[config.mk]
export PLATFORM = sky130hd
export DESIGN_NAME = tone_gen
export DESIGN_NICKNAME = d
export VERILOG_FILES = /design/src/rtl/tone_gen.sv
export SDC_FILE = /design/constraint.sdc
export NUM_CORES = 1
export LEC_CHECK = 0
export BUFFER_PORTS_ARGS = -buffer_cell sky130_fd_sc_hd__buf_2
export CORE_MARGIN = 8
export CORE_UTILIZATION = 35
export CTS_CLUSTER_SIZE = 28
export DETAILED_ROUTE_END_ITERATION = 12
export HOLD_SLACK_MARGIN = 0.1
export PLACE_DENSITY = 0.6
export SLEW_MARGIN = 20
export SYNTH_ARGS = -nofsm -noshare
export SYNTH_HDL_FRONTEND = slang
export SYNTH_SLANG_ARGS = --single-unit
[constraint.sdc]
create_clock -name clk -period 2.51 [get_ports clk]
set_input_delay 0.251 -clock clk [delete_from_list [all_inputs] [get_ports clk]]
set_output_delay 0.251 -clock clk [all_outputs]
set_load 0.05 [all_outputs]
[src/rtl/tone_gen.sv]
// ============================================================================
// Module   : tone_gen
// Brief    : Prescaled square-wave tone generator. The period goes through a
//            one-deep shadow register and is applied only at a half-period
//            boundary. Optional attenuation: define TONE_GEN_ATTEN_EN.
// Revision : 1.0 - initial release
// ============================================================================
`default_nettype none

module tone_gen #(
  parameter int WIDTH    = 10,
  parameter int PRESCALE = 16
) (
  input  logic             clk,
  input  logic             reset,
  input  logic [WIDTH-1:0] period_in,
  input  logic             load,
  output logic             ready,
  input  logic             enable,
  output logic             out_signal,
  output logic             toggle,
  input  logic [3:0]       atten_in,
  output logic [3:0]       out_level
);

  localparam int              C_PW        = (PRESCALE > 1) ? $clog2(PRESCALE) : 1;
  localparam logic [C_PW-1:0] C_PRESC_MAX = C_PW'(PRESCALE - 1);

  logic [C_PW-1:0]  presc_q, presc_d;
  logic [WIDTH-1:0] cnt_q, cnt_d;
  logic [WIDTH-1:0] period_reg_q, period_reg_d;
  logic [WIDTH-1:0] pending_q, pending_d;
  logic             pending_valid_q, pending_valid_d;
  logic             out_q, out_d;
  logic             toggle_q, toggle_d;
  logic             tick, expire, accept;
  logic [WIDTH-1:0] reload_period;

  always_comb begin
    tick            = enable && (presc_q == C_PRESC_MAX);
    expire          = tick && (cnt_q == '0);
    accept          = load && !pending_valid_q;
    presc_d         = presc_q;
    cnt_d           = cnt_q;
    period_reg_d    = period_reg_q;
    pending_d       = pending_q;
    pending_valid_d = pending_valid_q;
    out_d           = out_q;
    toggle_d        = expire;
    reload_period   = period_reg_q;

    if (enable) begin
      presc_d = tick ? '0 : presc_q + 1'b1;
    end

    // A load landing on the expiry cycle bypasses the shadow register.
    if (accept && expire) begin
      reload_period = period_in;
    end else if (pending_valid_q) begin
      reload_period = pending_q;
    end

    if (expire) begin
      out_d           = ~out_q;
      // period 0 wraps to all-ones, i.e. 2**WIDTH ticks.
      cnt_d           = reload_period - 1'b1;
      period_reg_d    = reload_period;
      pending_valid_d = 1'b0;
    end else begin
      if (tick) begin
        cnt_d = cnt_q - 1'b1;
      end
      if (accept) begin
        pending_d       = period_in;
        pending_valid_d = 1'b1;
      end
    end
  end

  always_ff @(posedge clk or posedge reset) begin
    if (reset) begin
      presc_q         <= '0;
      cnt_q           <= '0;
      period_reg_q    <= '0;
      pending_q       <= '0;
      pending_valid_q <= 1'b0;
      out_q           <= 1'b0;
      toggle_q        <= 1'b0;
    end else begin
      presc_q         <= presc_d;
      cnt_q           <= cnt_d;
      period_reg_q    <= period_reg_d;
      pending_q       <= pending_d;
      pending_valid_q <= pending_valid_d;
      out_q           <= out_d;
      toggle_q        <= toggle_d;
    end
  end

  assign ready      = ~pending_valid_q;
  assign out_signal = out_q;
  assign toggle     = toggle_q;

`ifdef TONE_GEN_ATTEN_EN
  logic [3:0] atten_q, atten_d;

  always_comb begin
    atten_d = atten_in;
  end

  always_ff @(posedge clk or posedge reset) begin
    if (reset) begin
      atten_q <= 4'h0;
    end else begin
      atten_q <= atten_d;
    end
  end

  assign out_level = out_q ? ~atten_q : 4'h0;
`else
  logic unused_atten;
  assign unused_atten = ^atten_in;
  assign out_level    = {4{out_q}};
`endif

endmodule

`default_nettype wire
# Word level (Yosys, flattened, before mapping)
# Index checks and enable logic that the tools add are counted.
# classes
add_sub_neg	3
n_mul	0
n_div	0
order_cmp	0
n_eq_ne	1
n_shift	0
mux	7
n_bitwise	3
reduce_logical	9
# op_table
op	n
10-bit 2-to-1 mux	4
10-bit by 1-bit subtractor with 10-bit output (second input constant)	2
10-bit zero test	1
4-bit by 1-bit adder with 4-bit output (second input constant)	1
4-bit equality test (second input constant)	1
1-bit logical AND	4
4-bit 2-to-1 mux	1
2-bit nonzero test	2
1-bit NOT	3
1-bit 2-to-1 mux	2
2-bit AND reduction	1
1-bit zero test	1
# word_totals
register_bits	37
latch_bits	0
ram_bits	0
rom_bits	0
input_bits	18
output_inout_bits	7
word_cells	30
mem_count	0

# Longest topological paths before layout
# Gate-level depths: netlist of the first run.
# depth
word_depth	7
mapped_depth	12
ltp_nobuf	11

# Worst setup path before layout of the first run
# Ideal clock, no wire load.
# synth_path
path_type	register to register
startpoint	reg presc_q[0]
endpoint	reg cnt_q[8]
setup_time_ps	94
arrival_ps	2488
required_time_ps	2416
path_slack_ps	-72
path_stages_with_launch	13
n_path_buf	1
synth_period_minus_slack_ps	2582
cell_sequence	dfrtp_1 > ha_1 > nor4bb_1 > nand4_1 > buf_2 > nor2_1 > nor2_1 > ha_1 > inv_1 > a211oi_2 > nand4_2 > or4b_1 > a211oi_1
# synth_between
elab_chain_cells	7
word_cells_on_any_way	8
cone_classes	add/sub: 1; eq/ne: 1; mux: 2; reduce/logical: 4
# synth_lines
item	line	rtl
from (decl)	29	logic [C_PW-1:0] presc_q, presc_d;
from (signal assigned)	90	presc_q <= presc_d;
4-bit equality test (*)	40	tick = enable && (presc_q == C_PRESC_MAX);
1-bit logical AND (*)	40	
1-bit logical AND	41	expire = tick && (cnt_q == '0);
1-bit logical AND	57	if (accept && expire) begin
10-bit 2-to-1 mux	57	
10-bit by 1-bit subtractor with 10-bit output	66	cnt_d = reload_period - 1'b1;
10-bit 2-to-1 mux	63	if (expire) begin
to (signal assigned)	91	cnt_q <= cnt_d;
to (decl)	30	logic [WIDTH-1:0] cnt_q, cnt_d;
# Every way passes the cells marked *; elsewhere a longest branch is shown, timed or not.
# A chain may end at the register's enable or synchronous reset.

# Worst setup path after layout of the first run
# Same ends and word-level chain as after synthesis.

==> report_table.html, run 1 <==
<table>
<tr><th>Metric</th><th>Value</th></tr>
<tr><th colspan="2">Run status</th></tr>
<tr><td>Result of the run</td><td>finished, violations left</td></tr>
<tr><td>Failing checks</td><td>negative setup slack</td></tr>
<tr><th colspan="2">Worst setup path</th></tr>
<tr><td>Worst Setup Path Type</td><td>reg -&gt; reg</td></tr>
<tr><td>Number of cell instances on the worst register-to-register path</td><td>11</td></tr>
<tr><td>Worst path arrival time</td><td>2730 ps</td></tr>
<tr><td>Slowest cell delay on critical path</td><td>560 ps</td></tr>
<tr><td>Capturing element type of the critical path</td><td>flip-flop</td></tr>
<tr><td>Slowest CP cell</td><td>or4b_4</td></tr>
<tr><td>Critical path buffer and inverter count</td><td>1</td></tr>
<tr><td>Reg-to-reg startpoint</td><td>presc_q[0]</td></tr>
<tr><td>Largest driver fanout on the critical path</td><td>3</td></tr>
<tr><td>Critical path launch point type</td><td>flip-flop</td></tr>
<tr><td>Cell-by-cell trace of the critical path</td><td>ha_2 &gt; nor4bb_1 &gt; nand4_1 &gt; nor2_2 &gt; nor2_2 &gt; ha_2 &gt; inv_2 &gt; a211oi_4 &gt; nand4_2 &gt; or4b_4 &gt; a211oi_2</td></tr>
<tr><td>R2R Path End</td><td>cnt_q[8]</td></tr>
<tr><td>Worst reg2reg setup slack</td><td>-20 ps</td></tr>
<tr><td>Top cell family by delay on the critical path</td><td>simple AND/OR/NAND/NOR gates</td></tr>
<tr><td>Data required, critical path</td><td>2710 ps</td></tr>
<tr><th colspan="2">Finish</th></tr>
<tr><td>Highest-count cells in the layout ignoring fill and taps</td><td>dfrtp_1 (37), nand2_1 (34), buf_4 (21)</td></tr>
<tr><td>P&amp;R area growth vs syn</td><td>22.0%</td></tr>
<tr><td>Fin cells</td><td>302</td></tr>
<tr><td>Leading cell type in the layout, fill and taps excluded</td><td>dfrtp_1</td></tr>
<tr><td>Final core occ</td><td>0.432</td></tr>
<tr><td>Inserted Diodes</td><td>0</td></tr>
<tr><td>Fraction of final layout cells sized beyond drive strength 1</td><td>0.357</td></tr>
<tr><td>Fillers</td><td>533</td></tr>
<tr><td>Final standard cell area without fillers</td><td>0.00233 sq mm</td></tr>
<tr><td>Final nets</td><td>251</td></tr>
<tr><th colspan="2">Floorplan</th></tr>
<tr><td>Chip width</td><td>89.9 microns</td></tr>
<tr><td>Core ar.</td><td>0.00541 sq mm</td></tr>
<tr><td>Die ar.</td><td>0.00809 sq mm</td></tr>
<tr><td># IOs</td><td>25</td></tr>
<tr><td>Std-Cell Rows</td><td>27</td></tr>
<tr><td>Floorplan die height</td><td>89.9 microns</td></tr>
<tr><td>Starting utilization of the core area</td><td>0.354</td></tr>
<tr><th colspan="2">Logic synthesis</th></tr>
<tr><td>Post-synth net total</td><td>212</td></tr>
<tr><td>Arithmetic-cell share of the synthesized area counting full adders, half adders and majority gates</td><td>0.0131</td></tr>
<tr><td>Synthesized instance count</td><td>192</td></tr>
<tr><td>Number of distinct library cells after synthesis</td><td>36</td></tr>
<tr><td>Number of enable-type register cells in the synthesized netlist</td><td>0</td></tr>
<tr><td>Cell Area, Synth</td><td>0.00191 sq mm</td></tr>
<tr><td>Xor and xnor area share after synthesis</td><td>0.0320</td></tr>
<tr><td>FF+latch count, synth</td><td>37</td></tr>
<tr><td>Main combinational cell family by area after synthesis</td><td>simple AND/OR/NAND/NOR gates</td></tr>
<tr><td>Async set or reset register ratio after synthesis</td><td>1.00</td></tr>
<tr><td>Simple-Gate Fraction of Synth Area</td><td>0.181</td></tr>
<tr><td>Fraction of synthesized area in multiplexers</td><td>0.139</td></tr>
<tr><td>Main flop type after synthesis</td><td>dfrtp_1</td></tr>
<tr><td>Complex-gate fraction of the synthesized area</td><td>0.107</td></tr>
<tr><td>Synth warn</td><td>0</td></tr>
<tr><td>Sequential area share after synthesis</td><td>0.484</td></tr>
<tr><td>Average cell area after synthesis</td><td>9.96 sq um</td></tr>
<tr><th colspan="2">STA</th></tr>
<tr><td>Setup_tns</td><td>-19.1 ps</td></tr>
<tr><td>Headroom to the max-slew limit</td><td>0.686</td></tr>
<tr><td>Hold Vio Cnt, Final</td><td>0</td></tr>
<tr><td>Share of the clock period used by the worst path</td><td>1.01</td></tr>
<tr><td>Count of pins over their slew limit</td><td>0</td></tr>
<tr><td>Skew final</td><td>3.92 ps</td></tr>
<tr><td>Final setup viols</td><td>1</td></tr>
<tr><td>Final critical-path setup slack</td><td>-19.1 ps</td></tr>
<tr><td>Worst-Margin Slew</td><td>471 ps</td></tr>
<tr><td>Setup repair after global routing missed its margin</td><td>true</td></tr>
<tr><td>Final min period</td><td>2530 ps</td></tr>
<tr><td>Maximum clock rate</td><td>395 MHz</td></tr>
<tr><th colspan="2">Power and ir drop</th></tr>
<tr><td>Worst voltage drop across the vdd grid</td><td>0.623 mV</td></tr>
<tr><td>Leakage power</td><td>1.11 nW</td></tr>
<tr><td>Power Density</td><td>1050 mW/mm^2</td></tr>
<tr><th colspan="2">Placed design</th></tr>
<tr><td>Detail Placement HPWL</td><td>2.98 mm</td></tr>
<tr><td>Cell count after placement</td><td>290</td></tr>
<tr><td>Worst slack at placement</td><td>1.21 ps</td></tr>
<tr><td>Final GP Congestion</td><td>0.815</td></tr>
<tr><td>Placed Instance Area</td><td>0.00217 sq mm</td></tr>
<tr><td>Port-buffer cells</td><td>20</td></tr>
<tr><th colspan="2">GRT</th></tr>
<tr><td>Largest net degree at the start of global routing</td><td>38</td></tr>
<tr><td>Total congestion overflow</td><td>0</td></tr>
<tr><td>First-pass GRT wire length</td><td>6.84 mm</td></tr>
<tr><td>Number of antenna violations at the first check in global routing</td><td>0</td></tr>
<tr><td>Combined global-route utilization of all metal layers</td><td>0.104</td></tr>
<tr><td>Number of global-route vias before repair</td><td>1,402</td></tr>
<tr><th colspan="2">Detailed routing</th></tr>
<tr><td>Detail Route Antenna Nets</td><td>0</td></tr>
<tr><td>Total wire length</td><td>4.25 mm</td></tr>
<tr><td>Drt via density</td><td>4.88</td></tr>
<tr><td>Average wire length per cell after detail routing</td><td>14.1 microns</td></tr>
<tr><td>Vias after detailed routing</td><td>1,474</td></tr>
<tr><td>Final routed DRC violation total</td><td>0</td></tr>
<tr><td>Detailed Routing Iterations Pass 1</td><td>4</td></tr>
<tr><td>Iteration-0 DRC Markers</td><td>56</td></tr>
<tr><th colspan="2">CTS</th></tr>
<tr><td>Depth of the CTS H-tree</td><td>2</td></tr>
<tr><td>CTS Buf Count</td><td>5</td></tr>
<tr><td>Clock slew at reported path FFs</td><td>70 ps</td></tr>
<tr><td>Library cell used as clock root buffer</td><td>clkbuf_8</td></tr>
<tr><td>Number of buffers between clock root and the deepest sink</td><td>2</td></tr>
<tr><td>CTS sink count</td><td>37</td></tr>
<tr><td>CTS tree</td><td>done</td></tr>
<tr><td>Insertion delay to the later sink of the worst-skew pair</td><td>280 ps</td></tr>
<tr><th colspan="2">Hold path</th></tr>
<tr><td>Start point of the worst hold path</td><td>period_in[4]</td></tr>
<tr><td>Destination of the worst hold path</td><td>pending_q[4]</td></tr>
<tr><td>Cell depth of the worst hold path</td><td>2</td></tr>
<tr><td>Worst min path class</td><td>in -&gt; reg</td></tr>
<tr><th colspan="2">Flow run</th></tr>
<tr><td>Maxcap violations</td><td>0</td></tr>
</table>
[cells in the mapped netlist (all sizes together), types with 2 or more instances]
cell type  number  area [sq um]
a211oi          2          20.0
a21o            4          30.0
a21oi          10          50.1
a31oi           2          12.5
buf             9          56.3
clkbuf          2          8.75
dfrtp          37           926
ha              2          25.0
inv             5          18.8
mux2           18           206
mux2i           6          60.1
nand2          34           128
nand2b          3          18.8
nand3           5          25.0
nand4           5          37.5
nor2           14          52.6
nor3            4          20.0
nor4bb          2          20.0
o211ai          2          15.0
o21ai          12          60.1
xnor2           3          26.3
xor2            4          35.0
[per-layer routing]
layer  up-vias  GRT usage  routed length, microns
met5         -          0                       0
met4         0     0.0499                      36
met3         2     0.0366                     216
met2        27      0.160                    2000
met1       703      0.127                    2000
li1        742          -                       -
[sequential cells by signal, indices dropped and copies added (netlist names)]
signal and flops:
presc_q 4, cnt_q 10, out_signal 1, period_reg_q 10, pending_valid_q 1, pending_q 10, toggle 1
[cell families (layout without fill, tap and decap cells)]
family | Yosys count | count (layout)
AO/OA/AOI/OAI | 34 | 34
XOR/XNOR | 7 | 7
adder cells (fa/ha/maj) | 2 | 2
buffers and inverters | 16 | 54
flip-flops | 37 | 37
multiplexers | 24 | 24
AND/OR/NAND/NOR | 72 | 72
[stage by stage]
stage	hold slack [ps]	total power, mW
floorplan	402	1.74
global placement	391	2.01
detailed placement	391	2.04
CTS	202	2.43
global route	213	2.63
finish	212	2.45
[repair_timing]
item	4_1_cts	5_1_grt
hold endpoints to repair	37	0
setup buffers	0	5
hold buffers	1	0
setup endpoints to repair	0	2
resized for setup	0	12
[worst max-delay path by stage]
stage	from	endpoint	slack, ps	cells past startpoint
after floorplan	presc_q[0]	cnt_q[8]	0.8	12
after global placement	load	cnt_q[8]	20	11
after detailed placement	load	cnt_q[8]	1	11
after CTS	presc_q[0]	cnt_q[8]	4	11
after global routing	presc_q[1]	cnt_q[8]	-110	11
final	presc_q[0]	cnt_q[8]	-20	11
[report_power, final]
part | switching, mW | total (mW) | internal [mW]
combinational | 0.551 | 1.04 | 0.494
sequential | 0.181 | 1.03 | 0.847
clock | 0.194 | 0.376 | 0.183
total | 0.925 | 2.45 | 1.52
[cell type report]
| class | count | area [sq um] | share of cell area |
|---|---|---|---|
| sequential | 37 | 926 | 0.397 |
| multi-input combinational | 139 | 943 | 0.404 |
| inverter | 5 | 21.3 | 0.00912 |
| tap | 72 | 90.1 | 0.0386 |
| clock inverter | 1 | 5.00 | 0.00214 |
| timing repair buffer | 43 | 279 | 0.120 |
| clock buffer | 5 | 68.8 | 0.0295 |
No activity file was read; power rests on OpenSTA's default activity.
==> run 2, diff against run 1 <==
--- a/config.mk
+++ b/config.mk
@@ -7,2 +7,3 @@
 export LEC_CHECK = 0
+export ABC_CLOCK_PERIOD_IN_PS = 3000
 export BUFFER_PORTS_ARGS = -buffer_cell sky130_fd_sc_hd__buf_2
@@ -13,3 +14,3 @@
 export HOLD_SLACK_MARGIN = 0.1
-export PLACE_DENSITY = 0.6
+export PLACE_DENSITY = 0.58
 export SLEW_MARGIN = 20
==> constraint.sdc (replaced) <==
create_clock -name clk -period 3 [get_ports clk]
set_input_delay 0.15 -clock clk [delete_from_list [all_inputs] [get_ports clk]]
set_output_delay 0.15 -clock clk [all_outputs]
set_load 0.05 [all_outputs]
==> run 2 against run 1 <==
The flow now finishes without violations. Via count fell by 2.2%. Cell area decreased by 1.5%. Critical path depth stayed put. Register-to-register slack improved by 320 ps. Non-clock buffer count decreased by 7. Clock power rose by 21%. Wire length down 4.2%. First-iteration DRC count up 32%.
==> report_table.html, run 2 (synthesis gave the netlist of run 1 again) <==
<table>
<tr><th>Metric</th><th>Value</th></tr>
<tr><th colspan="2">CTS</th></tr>
<tr><td>CTS sink count</td><td>37</td></tr>
<tr><td>Library cell used as clock root buffer</td><td>clkbuf_8</td></tr>
<tr><td>Insertion delay to the later sink of the worst-skew pair</td><td>290 ps</td></tr>
<tr><td>CTS tree</td><td>done</td></tr>
<tr><td>Depth of the CTS H-tree</td><td>2</td></tr>
<tr><td>CTS Buf Count</td><td>5</td></tr>
<tr><td>Clock slew at reported path FFs</td><td>80 ps</td></tr>
<tr><td>Number of buffers between clock root and the deepest sink</td><td>2</td></tr>
<tr><th colspan="2">STA</th></tr>
<tr><td>Final min period</td><td>2700 ps</td></tr>
<tr><td>Setup_tns</td><td>0 ps</td></tr>
<tr><td>Final setup viols</td><td>0</td></tr>
<tr><td>Share of the clock period used by the worst path</td><td>0.900</td></tr>
<tr><td>Skew final</td><td>6.05 ps</td></tr>
<tr><td>Count of pins over their slew limit</td><td>0</td></tr>
<tr><td>Setup repair after global routing missed its margin</td><td>false</td></tr>
<tr><td>Worst-Margin Slew</td><td>553 ps</td></tr>
<tr><td>Hold Slack</td><td>106 ps</td></tr>
<tr><td>Maximum clock rate</td><td>370 MHz</td></tr>
<tr><td>Hold Vio Cnt, Final</td><td>0</td></tr>
<tr><td>Headroom to the max-slew limit</td><td>0.631</td></tr>
<tr><th colspan="2">Worst setup path</th></tr>
<tr><td>Data required, critical path</td><td>3210 ps</td></tr>
<tr><td>Capturing element type of the critical path</td><td>flip-flop</td></tr>
<tr><td>Largest driver fanout on the critical path</td><td>6</td></tr>
<tr><td>Slowest CP cell</td><td>or4b_1</td></tr>
<tr><td>Worst Setup Path Type</td><td>reg -&gt; reg</td></tr>
<tr><td>Critical path's most frequent cell</td><td>nor2_1</td></tr>
<tr><td>Slowest cell delay on critical path</td><td>500 ps</td></tr>
<tr><td>Worst path arrival time</td><td>2910 ps</td></tr>
<tr><td>Top cell family by delay on the critical path</td><td>simple AND/OR/NAND/NOR gates</td></tr>
<tr><td>Critical path launch point type</td><td>flip-flop</td></tr>
<tr><td>Critical path buffer and inverter count</td><td>1</td></tr>
<tr><td>Cell-by-cell trace of the critical path</td><td>ha_2 &gt; nor4bb_1 &gt; nand4_1 &gt; nor2_1 &gt; nor2_1 &gt; ha_1 &gt; inv_1 &gt; a211oi_2 &gt; nand4_2 &gt; or4b_1 &gt; a211oi_1</td></tr>
<tr><th colspan="2">Power and ir drop</th></tr>
<tr><td>Leakage power</td><td>1.09 nW</td></tr>
<tr><td>Worst voltage drop across the vdd grid</td><td>0.528 mV</td></tr>
<tr><td>Sw power</td><td>0.758 mW</td></tr>
<tr><td>Part of the power in combinational logic</td><td>0.363</td></tr>
<tr><td>Switching share of power</td><td>0.366</td></tr>
<tr><td>Total Power Consumption</td><td>2.07 mW</td></tr>
<tr><td>Part of the power in registers</td><td>0.417</td></tr>
<tr><td>Clk network pwr share</td><td>0.219</td></tr>
<tr><td>Power Density</td><td>902 mW/mm^2</td></tr>
<tr><td>Cell internal pwr</td><td>1.32 mW</td></tr>
<tr><th colspan="2">Finish</th></tr>
<tr><td>Final core occ</td><td>0.425</td></tr>
<tr><td>Inserted Diodes</td><td>0</td></tr>
<tr><td>Leading cell type in the layout, fill and taps excluded</td><td>dfrtp_1</td></tr>
<tr><td>Final nets</td><td>244</td></tr>
<tr><td>Highest-count cells in the layout ignoring fill and taps</td><td>dfrtp_1 (37), nand2_1 (34), buf_2 (20)</td></tr>
<tr><td>Regs by FF count</td><td>cnt_q (10), pending_q (10), period_reg_q (10)</td></tr>
<tr><td>Fraction of final layout cells sized beyond drive strength 1</td><td>0.276</td></tr>
<tr><td>P&amp;R area growth vs syn</td><td>20.1%</td></tr>
<tr><th colspan="2">GRT</th></tr>
<tr><td>Total congestion overflow</td><td>0</td></tr>
<tr><td>Number of global-route vias before repair</td><td>1,469</td></tr>
<tr><td>First-pass GRT wire length</td><td>7.07 mm</td></tr>
<tr><td>Combined global-route utilization of all metal layers</td><td>0.105</td></tr>
<tr><td>Number of antenna violations at the first check in global routing</td><td>0</td></tr>
<tr><td>Largest net degree at the start of global routing</td><td>38</td></tr>
<tr><th colspan="2">Detailed routing</th></tr>
<tr><td>Total wire length</td><td>4.07 mm</td></tr>
<tr><td>Vias after detailed routing</td><td>1,442</td></tr>
<tr><td>Average wire length per cell after detail routing</td><td>13.7 microns</td></tr>
<tr><td>Final routed DRC violation total</td><td>0</td></tr>
<tr><td>Iteration-0 DRC Markers</td><td>74</td></tr>
<tr><td>Detailed Routing Iterations Pass 1</td><td>4</td></tr>
<tr><td>Drt via density</td><td>4.86</td></tr>
<tr><td>Detail Route Antenna Nets</td><td>0</td></tr>
<tr><th colspan="2">Floorplan</th></tr>
<tr><td>Starting utilization of the core area</td><td>0.354</td></tr>
<tr><td>Floorplan die height</td><td>89.9 microns</td></tr>
<tr><td>Chip width</td><td>89.9 microns</td></tr>
<tr><td># IOs</td><td>25</td></tr>
<tr><td>Std-Cell Rows</td><td>27</td></tr>
<tr><td>Die ar.</td><td>0.00809 sq mm</td></tr>
<tr><td>Core ar.</td><td>0.00541 sq mm</td></tr>
<tr><th colspan="2">Placed design</th></tr>
<tr><td>Port-buffer cells</td><td>20</td></tr>
<tr><td>Final GP Congestion</td><td>0.803</td></tr>
<tr><td>Detail Placement HPWL</td><td>2.91 mm</td></tr>
<tr><th colspan="2">Flow run</th></tr>
<tr><td>Maxcap violations</td><td>0</td></tr>
<tr><th colspan="2">Run status</th></tr>
<tr><td>Result of the run</td><td>completed</td></tr>
<tr><th colspan="2">Hold path</th></tr>
<tr><td>Worst min path class</td><td>in -&gt; reg</td></tr>
</table>
[run 2: cell types whose count changed in the layout (fill, tap and decap cells not counted), sizes merged]
cell,before,now
buf,42,29
dlygate4sd3,1,7
bufinv,0,1
clkbuf,5,6
clkinv,1,0
clkinvlp,0,1
[run 2: power by group through the flow]
| stage | clock, mW | sequential [mW] | combinational [mW] |
|---|---|---|---|
| 2_1_floorplan | 0 | 0.849 | 0.608 |
| 3_3_place_gp | 0 | 0.863 | 0.728 |
| 3_5_place_dp | 0 | 0.871 | 0.740 |
| 4_1_cts | 0.471 | 0.861 | 0.750 |
| 5_1_grt | 0.489 | 0.894 | 0.849 |
| 6_report | 0.454 | 0.865 | 0.754 |
[run 2: cell type report]
cell class / instances / area [sq um]
Fill cell: 534 / 3110
Sequential cell: 37 / 926
Multi-Input combinational cell: 139 / 906
Timing Repair Buffer: 36 / 238
Tap cell: 72 / 90.1
Clock buffer: 6 / 82.6
Clock inverter: 2 / 37.5
Inverter: 5 / 18.8
[run 2: final timing paths]
kind	start	endpoint	slack [ps]	depth (start not counted)
min	period_in[6]	pending_q[6]	110	2
min in group asynchronous	reset	pending_valid_q	490	4
min reg2reg	period_reg_q[4]	period_reg_q[4]	470	2
max reg2reg	presc_q[0]	cnt_q[8]	300	11
max	presc_q[0]	cnt_q[8]	300	11
max in group asynchronous	reset	pending_q[1]	2160	4
[run 2: worst reg2reg max path, cell delays in order (launching register included)]
cell and delay (ps):
dfrtp_1 430, ha_2 230, nor4bb_1 140, nand4_1 190, nor2_1 100, nor2_1 140, ha_1 160, inv_1 60
a211oi_2 260, nand4_2 180, or4b_1 500, a211oi_1 230
[run 2: metal layers]
| layer | share of wire | GRT usage |
|---|---|---|
| met5 | 0 | 0 |
| met4 | 0.018 | 0.0458 |
| met3 | 0.054 | 0.0366 |
| met2 | 0.47 | 0.172 |
| met1 | 0.46 | 0.122 |
[run 2: through the flow]
step	area [sq um]	setup slack [ps]	instances
final	2300	301	297
after CTS	2290	225	296
after detailed placement	2100	246	281
after global routing	2300	39.7	297
after global placement	2100	290	281
after floorplan	1910	418	192
[run 2: timing repair]
action,in CTS,in global routing
buffers inserted,0,1
resized for setup,0,1
hold buffers,7,0
endpoints found under the hold margin,43,0
endpoints found under the setup margin,0,1
==> run 3, diff against run 2 <==
- ABC_AREA: not set -> 1
==> run 3 against run 2 <==
Core utilization is 3.3 points lower. Cell area fell by 0.65%. Global-route usage is 0.11 points lower. Fmax up 5.1%. Sequential share of layout area grew 0.26 points. Worst setup slack better by 130 ps. Wire length up 0.79%. Clock power shrank 29%. Highest routed layer unchanged. Largest power group unchanged.
==> report_table.html, run 3 <==
<table>
<tr><th>Metric</th><th>Value</th></tr>
<tr><th colspan="2">Run status</th></tr>
<tr><td>Result of the run</td><td>completed</td></tr>
<tr><th colspan="2">Finish</th></tr>
<tr><td>P&amp;R area growth vs syn</td><td>10.1%</td></tr>
<tr><td>Final nets</td><td>293</td></tr>
<tr><td>Fillers</td><td>643</td></tr>
<tr><td>Highest-count cells in the layout ignoring fill and taps</td><td>nand2_1 (77), dfrtp_1 (37), inv_1 (31)</td></tr>
<tr><td>Regs by FF count</td><td>cnt_q (10), pending_q (10), period_reg_q (10)</td></tr>
<tr><td>Area taken by multi-input logic gates</td><td>922 sq um</td></tr>
<tr><td>Fraction of final layout cells sized beyond drive strength 1</td><td>0.195</td></tr>
<tr><td>Leading cell type in the layout, fill and taps excluded</td><td>nand2_1</td></tr>
<tr><td>Inserted Diodes</td><td>0</td></tr>
<tr><td>Sequential standard cell area</td><td>926 sq um</td></tr>
<tr><td>Fin cells</td><td>347</td></tr>
<tr><th colspan="2">STA</th></tr>
<tr><td>Headroom to the max-slew limit</td><td>0.682</td></tr>
<tr><td>Skew final</td><td>3.90 ps</td></tr>
<tr><td>Hold Vio Cnt, Final</td><td>0</td></tr>
<tr><td>Share of the clock period used by the worst path</td><td>0.856</td></tr>
<tr><td>Final setup viols</td><td>0</td></tr>
<tr><td>Setup repair after global routing missed its margin</td><td>false</td></tr>
<tr><td>Hold Slack</td><td>104 ps</td></tr>
<tr><td>Count of pins over their slew limit</td><td>0</td></tr>
<tr><td>Final min period</td><td>2570 ps</td></tr>
<tr><td>Final critical-path setup slack</td><td>432 ps</td></tr>
<tr><td>Worst-Margin Slew</td><td>477 ps</td></tr>
<tr><td>Maximum clock rate</td><td>389 MHz</td></tr>
<tr><td>Setup_tns</td><td>0 ps</td></tr>
<tr><th colspan="2">Placed design</th></tr>
<tr><td>Worst slack at placement</td><td>436 ps</td></tr>
<tr><td>Port-buffer cells</td><td>20</td></tr>
<tr><td>Cell count after placement</td><td>339</td></tr>
<tr><td>Detail Placement HPWL</td><td>3.05 mm</td></tr>
<tr><td>Final GP Congestion</td><td>0.791</td></tr>
<tr><th colspan="2">Detailed routing</th></tr>
<tr><td>Detail Route Antenna Nets</td><td>0</td></tr>
<tr><td>Vias after detailed routing</td><td>1,553</td></tr>
<tr><td>Drt via density</td><td>4.48</td></tr>
<tr><td>Total wire length</td><td>4.11 mm</td></tr>
<tr><td>Detailed Routing Iterations Pass 1</td><td>4</td></tr>
<tr><td>Average wire length per cell after detail routing</td><td>11.8 microns</td></tr>
<tr><td>Iteration-0 DRC Markers</td><td>61</td></tr>
<tr><td>Final routed DRC violation total</td><td>0</td></tr>
<tr><th colspan="2">Floorplan</th></tr>
<tr><td>Chip width</td><td>93.0 microns</td></tr>
<tr><td># IOs</td><td>25</td></tr>
<tr><td>Floorplan die height</td><td>93.0 microns</td></tr>
<tr><td>Die ar.</td><td>0.00865 sq mm</td></tr>
<tr><td>Core ar.</td><td>0.00582 sq mm</td></tr>
<tr><td>Std-Cell Rows</td><td>28</td></tr>
<tr><td>Starting utilization of the core area</td><td>0.357</td></tr>
<tr><th colspan="2">Logic synthesis</th></tr>
<tr><td>Yosys top cell by area</td><td>dfrtp_1</td></tr>
<tr><td>Most frequent cells after synthesis</td><td>nand2_1 (77), dfrtp_1 (37), inv_1 (31), nand3_1 (25), nor2_1 (16)</td></tr>
<tr><td>Main flop type after synthesis</td><td>dfrtp_1</td></tr>
<tr><td>Sequential area share after synthesis</td><td>0.446</td></tr>
<tr><td>Post-synth net total</td><td>273</td></tr>
<tr><td>Top cells by area in the synthesized netlist</td><td>dfrtp_1 (45%), nand2_1 (14%), nand3_1 (6.0%), inv_1 (5.6%), nor2_1 (2.9%)</td></tr>
<tr><td>Average cell area after synthesis</td><td>8.20 sq um</td></tr>
<tr><td>Number of distinct library cells after synthesis</td><td>30</td></tr>
<tr><td>Number of enable-type register cells in the synthesized netlist</td><td>0</td></tr>
<tr><td>Synth warn</td><td>0</td></tr>
<tr><td>Post-synth top area share</td><td>0.446</td></tr>
<tr><td>FF+latch count, synth</td><td>37</td></tr>
<tr><td>Most frequently used cell type in the post-synthesis netlist</td><td>nand2_1</td></tr>
<tr><td>Async set or reset register ratio after synthesis</td><td>1.00</td></tr>
<tr><td>Synthesized instance count</td><td>253</td></tr>
<tr><td>Cell Area, Synth</td><td>0.00207 sq mm</td></tr>
<tr><th colspan="2">Hold path</th></tr>
<tr><td>Worst min path class</td><td>in -&gt; reg</td></tr>
<tr><td>Start point of the worst hold path</td><td>period_in[5]</td></tr>
<tr><th colspan="2">Power and ir drop</th></tr>
<tr><td>Leakage power</td><td>1.26 nW</td></tr>
<tr><td>Worst voltage drop across the vdd grid</td><td>0.228 mV</td></tr>
<tr><td>Switching share of power</td><td>0.342</td></tr>
<tr><td>Clk network pwr share</td><td>0.247</td></tr>
<tr><td>Part of the power in combinational logic</td><td>0.275</td></tr>
<tr><td>Sw power</td><td>0.448 mW</td></tr>
<tr><td>Power Density</td><td>573 mW/mm^2</td></tr>
<tr><td>Total Power Consumption</td><td>1.31 mW</td></tr>
<tr><td>Part of the power in registers</td><td>0.478</td></tr>
<tr><td>Cell internal pwr</td><td>0.860 mW</td></tr>
<tr><th colspan="2">Worst setup path</th></tr>
<tr><td>Launching instance or port of the critical path</td><td>pending_valid_q</td></tr>
<tr><td>Worst path arrival time</td><td>2720 ps</td></tr>
<tr><td>Worst Setup Path Type</td><td>reg -&gt; reg</td></tr>
<tr><td>Largest driver fanout on the critical path</td><td>11</td></tr>
<tr><td>Reg-to-reg startpoint</td><td>pending_valid_q</td></tr>
<tr><td>Capturing element type of the critical path</td><td>flip-flop</td></tr>
<tr><td>Worst reg2reg setup slack</td><td>430 ps</td></tr>
<tr><td>Critical path launch point type</td><td>flip-flop</td></tr>
<tr><td>Data required, critical path</td><td>3160 ps</td></tr>
<tr><th colspan="2">CTS</th></tr>
<tr><td>Hold-fix buffers at CTS</td><td>2</td></tr>
<tr><td>Clock slew at reported path FFs</td><td>70 ps</td></tr>
<tr><td>CTS-repair resized insts</td><td>0</td></tr>
<tr><td>Number of buffers between clock root and the deepest sink</td><td>2</td></tr>
<tr><td>Insertion delay to the later sink of the worst-skew pair</td><td>280 ps</td></tr>
<tr><td>Library cell used as clock root buffer</td><td>clkbuf_8</td></tr>
<tr><td>CTS tree</td><td>done</td></tr>
<tr><td>Depth of the CTS H-tree</td><td>2</td></tr>
<tr><td>CTS sink count</td><td>37</td></tr>
<tr><td>CTS Buf Count</td><td>5</td></tr>
<tr><td>Postcts setup bufs</td><td>0</td></tr>
<tr><th colspan="2">GRT</th></tr>
<tr><td>Total congestion overflow</td><td>0</td></tr>
<tr><td>First-pass GRT wire length</td><td>7.42 mm</td></tr>
<tr><td>Number of global-route vias before repair</td><td>1,513</td></tr>
<tr><td>Combined global-route utilization of all metal layers</td><td>0.104</td></tr>
<tr><td>Number of antenna violations at the first check in global routing</td><td>0</td></tr>
<tr><td>Largest net degree at the start of global routing</td><td>38</td></tr>
<tr><th colspan="2">Flow run</th></tr>
<tr><td>Maxcap violations</td><td>0</td></tr>
</table>
==> run 3: cell count changes after synthesis, sizes merged, moves of 3 or more <==
cell	before	now
mux2i	6	0
a21o	4	0
nand2b	3	0
nor3	4	1
inv	5	33
mux2	18	7
nand3	5	27
nand2	34	83
nor2	14	23
a21oi	10	0
==> run 3: worst max-delay path, stage by stage (launching register included) <==
cell and delay [ps]:
dfrtp_1 580, inv_1 260, or2_2 330, o211ai_1 150
nand2_4 90, o21ai_4 110, ha_1 210, nand3_1 100
nor2_1 290, nand2_1 90, nand2_1 70, nand2_1 50
nand2_1 50, o21ai_1 70
==> run 3: path summary, 6_finish.rpt <==
| check | depth (start not counted) | end |
|---|---|---|
| max | 13 | cnt_q[6] |
| min | 2 | pending_q[5] |
| max reg2reg | 13 | cnt_q[6] |
| min reg2reg | 2 | period_reg_q[6] |
| max in group asynchronous | 4 | pending_q[4] |
| min in group asynchronous | 4 | presc_q[2] |
==> run 3: through the flow <==
stage	utilization	instance area, sq um
5_1_grt	0.393	2280
2_1_floorplan	-	2070
3_3_place_gp	0.377	2190
6_report	0.393	2280
4_1_cts	0.393	2280
3_5_place_dp	0.377	2190
==> run 3: power groups by stage <==
stage               logic (mW)  registers (mW)  clock network, mW
finish                   0.360           0.625              0.323
global route             0.417           0.637              0.359
CTS                      0.364           0.626              0.337
detailed placement       0.361           0.635                  0
global placement         0.353           0.632                  0
floorplan                0.288           0.623                  0
==> run 3: final cells by class <==
class                      instances  share of cell area
tap                               75              0.0411
clock buffer                       5              0.0301
sequential                        37               0.405
multi-input combinational        172               0.404
inverter                          34              0.0614
timing repair buffer              23              0.0559
clock inverter                     1             0.00219
==> run 3: kinds of logic after synthesis <==
| logic type | share of synthesized area |
|---|---|
| simple gates | 0.327 |
| flops | 0.446 |
| mux | 0.0380 |
| fa+ha+maj | 0.0121 |
| xor+xnor | 0.0127 |
| compound gates | 0.0543 |
| buf+inv | 0.109 |
==> run 3: routing by layer <==
| metal | part of all wire | vias to the layer above | global-route usage | wire (microns) |
|---|---|---|---|---|
| met4 | 0.014 | 0 | 0.0403 | 58 |
| met5 | 0 | - | 0 | 0 |
| met2 | 0.46 | 21 | 0.169 | 1900 |
| li1 | - | 826 | - | - |
| met3 | 0.039 | 4 | 0.0240 | 159 |
| met1 | 0.48 | 702 | 0.132 | 1990 |
